`src/rtl/key_scan_arbiter.sv`:
```
// key_scan_arbiter: one shared debounce timer for NKEY active-low keys.
// A round-robin scan locks onto a pressed key. The block then debounces the
// press, reports one event over a valid/ready handshake, and debounces the
// release before it scans again.
// Optional auto-repeat while the key is held: define KEY_SCAN_REPEAT_EN.
module key_scan_arbiter #(
  parameter int unsigned NKEY  = 4,
  parameter int unsigned IDW   = 2,
  parameter int unsigned T_DEB = 1_000_000,
  parameter int unsigned CW    = 32,
  parameter int unsigned T_REP = 25_000_000
) (
  input  logic            clk,
  input  logic            rst,
  input  logic [NKEY-1:0] key_in,
  output logic            evt_valid,
  input  logic            evt_ready,
  output logic [IDW-1:0]  evt_id,
  output logic [7:0]      evt_cnt,
  output logic            busy
);

  typedef enum logic [1:0] {SCAN, PRESS, REPORT, RELEASE} state_t;

  localparam logic [CW-1:0] DEB_LAST = CW'(T_DEB - 1);

  state_t          state_q, state_d;
  logic [NKEY-1:0] sync_q, ks_q;
  logic [IDW-1:0]  ptr_q, ptr_d;
  logic [IDW-1:0]  lock_q, lock_d;
  logic [IDW-1:0]  evt_id_q, evt_id_d;
  logic [CW-1:0]   count_q, count_d;
  logic            evt_valid_q, evt_valid_d;
  logic [7:0]      evt_cnt_q, evt_cnt_d;

  logic            any_low;
  logic            lock_lvl;
  logic            found;
  logic [IDW-1:0]  pick;
  logic [IDW-1:0]  cand;
  int unsigned     idx;

`ifdef KEY_SCAN_REPEAT_EN
  localparam logic [CW-1:0] REP_LAST = CW'(T_REP - 1);
  logic [CW-1:0] rcount_q, rcount_d;
`else
  // T_REP only matters when auto-repeat is built in.
  if (T_REP == 0) begin : g_no_repeat
  end
`endif

  assign any_low   = ~&ks_q;
  assign lock_lvl  = ks_q[lock_q];
  assign evt_valid = evt_valid_q;
  assign evt_id    = evt_id_q;
  assign evt_cnt   = evt_cnt_q;
  assign busy      = (state_q != SCAN);

  // Two-flop synchronizer; resets to all-ones so keys read as released.
  always_ff @(posedge clk or posedge rst) begin
    if (rst) begin
      sync_q <= '1;
      ks_q   <= '1;
    end else begin
      sync_q <= key_in;
      ks_q   <= sync_q;
    end
  end

  // Round-robin search: first low key starting at ptr, wrapping modulo NKEY.
  always_comb begin
    found = 1'b0;
    pick  = ptr_q;
    idx   = 0;
    cand  = '0;
    for (int unsigned i = 0; i < NKEY; i++) begin
      idx = 32'(ptr_q) + i;
      if (idx >= NKEY) idx = idx - NKEY;
      cand = IDW'(idx);
      if (!found && !ks_q[cand]) begin
        found = 1'b1;
        pick  = cand;
      end
    end
  end

  // Next-state and datapath updates for the scan/debounce/report FSM.
  always_comb begin
    state_d     = state_q;
    ptr_d       = ptr_q;
    lock_d      = lock_q;
    evt_id_d    = evt_id_q;
    count_d     = count_q;
    evt_valid_d = evt_valid_q;
    evt_cnt_d   = evt_cnt_q;
`ifdef KEY_SCAN_REPEAT_EN
    rcount_d    = rcount_q;
`endif
    unique case (state_q)
      SCAN: begin
        if (any_low) begin
          lock_d  = pick;
          count_d = '0;
          state_d = PRESS;
        end
      end
      PRESS: begin
        if (!lock_lvl) begin
          if (count_q == DEB_LAST) begin
            count_d     = '0;
            evt_valid_d = 1'b1;
            evt_id_d    = lock_q;
            state_d     = REPORT;
          end else begin
            count_d = count_q + 1'b1;
          end
        end else begin
          count_d = '0;
          state_d = SCAN;
        end
      end
      REPORT: begin
        if (evt_valid_q && evt_ready) begin
          evt_valid_d = 1'b0;
          evt_cnt_d   = evt_cnt_q + 8'd1;
          count_d     = '0;
`ifdef KEY_SCAN_REPEAT_EN
          rcount_d    = '0;
`endif
          state_d     = RELEASE;
        end
      end
      RELEASE: begin
        if (lock_lvl) begin
          if (count_q == DEB_LAST) begin
            count_d = '0;
            ptr_d   = (32'(lock_q) == NKEY - 1) ? '0 : lock_q + 1'b1;
            state_d = SCAN;
          end else begin
            count_d = count_q + 1'b1;
          end
        end else begin
          count_d = '0;
        end
`ifdef KEY_SCAN_REPEAT_EN
        // Held key: count towards a repeat; any high cycle clears it.
        if (lock_lvl) begin
          rcount_d = '0;
        end else if (rcount_q == REP_LAST) begin
          rcount_d    = '0;
          evt_valid_d = 1'b1;
          evt_id_d    = lock_q;
          state_d     = REPORT;
        end else begin
          rcount_d = rcount_q + 1'b1;
        end
`endif
      end
      default: state_d = SCAN;
    endcase
  end

  // State and datapath registers.
  always_ff @(posedge clk or posedge rst) begin
    if (rst) begin
      state_q     <= SCAN;
      ptr_q       <= '0;
      lock_q      <= '0;
      evt_id_q    <= '0;
      count_q     <= '0;
      evt_valid_q <= 1'b0;
      evt_cnt_q   <= '0;
`ifdef KEY_SCAN_REPEAT_EN
      rcount_q    <= '0;
`endif
    end else begin
      state_q     <= state_d;
      ptr_q       <= ptr_d;
      lock_q      <= lock_d;
      evt_id_q    <= evt_id_d;
      count_q     <= count_d;
      evt_valid_q <= evt_valid_d;
      evt_cnt_q   <= evt_cnt_d;
`ifdef KEY_SCAN_REPEAT_EN
      rcount_q    <= rcount_d;
`endif
    end
  end

endmodule

```
`config.mk`:
```
export PLATFORM = sky130hd
export DESIGN_NAME = key_scan_arbiter
export DESIGN_NICKNAME = d
export VERILOG_FILES = /design/src/rtl/key_scan_arbiter.sv
export SDC_FILE = /design/constraint.sdc
export NUM_CORES = 1
export LEC_CHECK = 0
export CAP_MARGIN = 20
export CORE_MARGIN = 3
export CORE_UTILIZATION = 55
export CTS_BUF_LIST = sky130_fd_sc_hd__clkbuf_8
export CTS_CLUSTER_SIZE = 20
export DETAILED_ROUTE_END_ITERATION = 10
export DONT_BUFFER_PORTS = 1
export GPL_ROUTABILITY_DRIVEN = 0
export PLACE_DENSITY = 0.7
export SLEW_MARGIN = 20
export SYNTH_ARGS = -nofsm -noshare
export SYNTH_HDL_FRONTEND = slang
export SYNTH_SLANG_ARGS = --single-unit
```
`constraint.sdc`:
```
create_clock -name clk -period 3.3 [get_ports clk]
set_input_delay 0.495 -clock clk [delete_from_list [all_inputs] [get_ports clk]]
set_output_delay 0.495 -clock clk [all_outputs]
set_load 0.1 [all_outputs]
```
; Word level (Yosys, flattened, before mapping)
; Cells that the tools add are included.
[op_classes]
mux = 39
n_addsub = 10
n_eq_ne = 12
order_cmp = 9
n_reduce_logical = 20
bitwise = 2
[ops]
columns = cell, n
row1 = $mux W32, 5
row2 = $pmux W32 S4, 1
row3 = $add A32 B1 Y32 const B, 1
row4 = $eq A32 B20 Y1 const B, 1
row5 = $mux W2, 15
row6 = $lt A2 B3 Y1 const B, 5
row7 = $ne A2 B2 Y1 const B, 6
row8 = $mux W1, 11
row9 = $bmux W1 S2, 5
row10 = $ge A3 B3 Y1 const B, 3
row11 = $add A8 B1 Y8 const B, 1
row12 = $pmux W2 S4, 1
row13 = $reduce_and A4 Y1, 2
row14 = $sub A2 B1 Y2 const B, 4
row15 = $add A2 B2 Y3 const B, 2
row16 = $eq A2 B2 Y1 const B, 3
row17 = $reduce_and A2 Y1, 3
row18 = $reduce_and A3 Y1, 2
row19 = $logic_not A1 Y1, 5
row20 = $reduce_and A5 Y1, 1
row21 = $logic_and A1 B1 Y1, 4
row22 = $reduce_bool A2 Y1, 2
row23 = $add A2 B1 Y3 const B, 1
row24 = $ge A2 B3 Y1 const B, 1
row25 = 6 further kinds, 7
[totals]
in_bits = 7
regBits = 57
output_inout_bits = 12
wordCells = 101

; Depth between registers and ports, before layout
[depth]
word_depth = 14
ltp_mapped = 8
ltp_nobuf = 6

; Worst setup path after synthesis
; Ideal clock, no wire load.
[synth_path]
path_kind = flip-flop to flip-flop
start = register count_q[0]
end = register evt_id_q[0], in the netlist evt_id[0]
path_buffers = 0
path_stages_with_launch = 7
required_time_ns = 3.175
slack_ns = 0.933
period_less_slack_ns = 2.367
t_arrival_ns = 2.242
setup_time_ns = 0.125
cell_sequence = dfrtp_1 ha_1 nand2_1 or2_2 or4_1 or4_4 mux2_4
[synth_via]
elab_chain_len = 2
[synth_rtl]
columns = item, line_no
row1 = "start, declared", 32  ; logic [CW-1:0] count_q, count_d;
row2 = "start signal, assigned", 181  ; count_q <= count_d;
row3 = $eq A32 B20 Y1, 109  ; if (count_q == DEB_LAST) begin
row4 = $reduce_and A3 Y1 (no line), n/a
row5 = "end signal, assigned", 180  ; evt_id_q <= evt_id_d;
row6 = "end, declared", 31  ; logic [IDW-1:0] evt_id_q, evt_id_d;
; No other way between the ends.
; A chain may end at the register's enable or synchronous reset.

; Worst setup path after layout
[layout_path]
start = register count_q[0]
end = register evt_id_q[1], in the netlist evt_id[1]
; The elaborated chain is that of the path after synthesis.

==> key figures <==
GRT
  • Global-route wire length before repair: 11,300 um
  • Pin count of the biggest net entering global routing: 45
  • GR Overflow Total: 0
  • Total routing usage reported by global routing: 23.2%
  • Number of global-route vias before repair: approximately 2,400
  • Initial antenna violation count: 0

Floorplan
  • Number of standard-cell rows in the floorplan: 26
  • Width of the die: roughly 80 um
  • Starting utilization of the core area: just under 60%
  • Die Y: 79.6 um
  • Die area: roughly 0.0063 mm^2
  • Core outline area: roughly 0.0052 mm^2
  • Boundary Pins: 19

Clocking
  • CTS-repair resized insts: 0
  • CTS Hold Buffers Added: 0
  • Root Driver: clkbuf_8
  • H-tree depth reported by CTS: 3
  • Clock latency at the later pin of the worst-skew pair: between 300 and 400 ps
  • Number of setup buffers added after CTS: 0
  • Number of buffers on the longest clock path: 2
  • CTS tree: built
  • CTS clock-pin slew for the worst setup and hold paths: 60 ps
  • Count of clock tree sinks: 57
  • Number of buffers created by CTS: 9

Placement
  • Count of buffers inserted at the top-level ports: 0
  • Placed Instance Area: 0.00308 mm^2
  • Final HPWL from detailed placement: around 4300 um
  • Pre-CTS setup slack: between 500 and 600 ps

Synth
  • Portion of the post-synthesis area used by sequential elements: between 40% and 50%
  • Mapped Area: roughly 0.0030 mm^2
  • Post-synthesis sequential element count: 57
  • Number of cells produced by synthesis: 314
  • Synthesized area divided by synthesized cell count: roughly 9.5 um^2
  • Yosys warns: 0
  • Top FF cell, synth: dfrtp_1
  • Number of enable flip-flop cells after synthesis: 0
  • Synthesized Nets: 324
  • Post-synthesis async set-or-reset flop share: 100%
  • Number of distinct library cell variants in the gate-level netlist after synthesis: 44

STA
  • Headroom to the max-slew limit: a little under two fifths
  • Clock Skews: roughly 13 ps
  • Share of the clock period used by the worst path after layout: 83.0%
  • Final number of hold-violating endpoints: 0
  • Number of failing setup endpoints in the final timing report: 0
  • Slew of the pin with the lowest slew margin: ~940 ps
  • Setup repair after global routing missed its margin: false
  • Setup TNS: 0 ps
  • Final worst setup slack: 560 ps
  • Final critical delay including setup and external delays: between 2000 and 3000 ps
  • FMAX: ~0.37 GHz
  • Final number of max-transition violations: 0

Drt
  • Via total after detailed routing: approximately 2,500
  • Total detailed-routing wirelength: about 6600 um
  • Number of DRC violations after detailed routing: 0
  • First DRT Iteration DRCs: 204
  • Residual antenna-violating net count after detailed routing: 0
  • Avg WL per Cell: approximately 17 um
  • Vias per inst: 6.29
  • Length of the first detailed-routing pass in iterations: 4

Final layout
  • Area used by multi-input combinational logic: 0.00141 mm^2
  • Filler Cells Inserted: 417
  • Post-route standard cell area excluding fillers: 0.00327 mm^2
  • Sequential cell area: roughly 0.0014 mm^2
  • Ratio of cells with drive above 1 in the final layout: 14.0%
  • Final #Nets: between 300 and 400
  • Number of antenna diodes: 0
  • Synthesis-to-layout area growth: 9.65%

Hold path
  • Hold path startpoint: key_in[1]
  • Hold/Removal Path Class: in -> reg

Pwr
  • Worst-case vdd ir drop: around 0.44 mV
  • Static Leak: 1.32 nW
  • Power Density: between 500 and 600 mW/mm^2
  • Total design power: 1.80 mW

Worst setup path
  • Worst path arrival time: roughly 3000 ps
  • Required time at the endpoint of the critical path: about 3500 ps
  • Setup Crit Path Kind: reg -> reg
  • Type of element launching the critical path: flop
  • Critical path fanouts, max: 11
  • Endpoint kind of the worst setup timing path: flop
  • Crit. Startpoint: count_q[0]
  • Reg-to-reg startpoint: count_q[0]

Job
  • Max-capacitance violation count: 0

Status
  • Outcome: completed
[power by group]
| group | total [mW] | internal (mW) | switching [mW] |
|---|---|---|---|
| sequential | 0.803 | 0.744 | 0.0591 |
| clock | 0.598 | 0.327 | 0.271 |
| combinational | 0.402 | 0.125 | 0.277 |
[final cells by class]
| type | count | share of cell area [%] |
|---|---|---|
| sequential | 57 | 43.9 |
| multi-input combinational | 220 | 43.1 |
| clock buffer | 12 | 5.05 |
| tap | 70 | 2.68 |
| timing repair buffer | 11 | 2.53 |
| inverter | 18 | 2.07 |
| clock inverter | 4 | 0.612 |
[state kept, by name, summed over array words and instances, names as in the netlist, named ones only]
name and count:
evt_cnt 8, state_q 1, ks_q 4, lock_q 2, ptr_q 2, count_q 32, sync_q 4, evt_valid 1
evt_id 2
[synthesized netlist by cell type, drive strengths merged, types with 6 or more instances]
cell type	number	area share (%)
dfstp	8	7.0
nand2	24	3.1
dfrtp	49	41
nand4	21	4.4
nand3	23	3.9
inv	18	2.3
o21ai	12	2.0
clkbuf	16	2.0
a31oi	34	7.1
nand3b	9	2.3
nor4	9	1.9
xor2	6	1.8
nor2	15	1.9
o22ai	7	1.5
xnor2	6	1.8
[cells by family (layout without fill, tap and decap cells)]
kind of cell | count (synthesis) | after routing | synth area share, %
flip-flops | 57 | 57 | 48.2
multiplexers | 6 | 6 | 2.90
AND/OR/NAND/NOR | 127 | 127 | 23.5
buffers and inverters | 37 | 45 | 4.74
adder cells (fa/ha/maj) | 4 | 4 | 1.59
AO/OA/AOI/OAI | 71 | 71 | 15.6
XOR/XNOR | 12 | 12 | 3.52
[per-stage QoR]
stage / hold WS (ps) / std cells / util, %
floorplan: 345 / 314 / -
global placement: 345 / 376 / 59.6
detailed placement: 348 / 376 / 59.6
CTS: 132 / 392 / 63.2
global route: 118 / 392 / 63.2
finish: 145 / 392 / 63.2
[critical path: stages (launching register included)]
cell and delay, ps:
dfrtp_1 400, ha_1 220, nand2_1 150, or2_2 360, or4_1 670, or4_4 510
mux2_4 310
[cells in the final DEF, fill, tap and decap left out, drive strengths merged, types with 8 or more instances in the layout]
cell type and n:
nor2 15, nand3b 9, nand2 24, dfrtp 49, inv 20, a31oi 34
nand3 23, dfstp 8, nor4 9, nand4 21, o21ai 12, buf 11
clkbuf 12
[layer usage]
metal	part of all wire, %	GRT usage (%)	up-vias
met3	6.2	7.11	12
met1	45	29.5	1180
met5	0	0	-
met2	48	38.2	81
li1	-	-	1193
met4	1.2	6.70	0
[path summary, 6_finish.rpt]
kind / cells past startpoint / slack (ps) / end
max: 6 / 560 / evt_id[1]
min in group asynchronous: 1 / 180 / evt_cnt[7]
min reg2reg: 0 / 350 / ks_q[0]
max in group asynchronous: 2 / 2360 / count_q[24]
min: 0 / 140 / sync_q[1]
max reg2reg: 6 / 560 / evt_id[1]
Note: power is estimated with default switching activity, not from simulation.
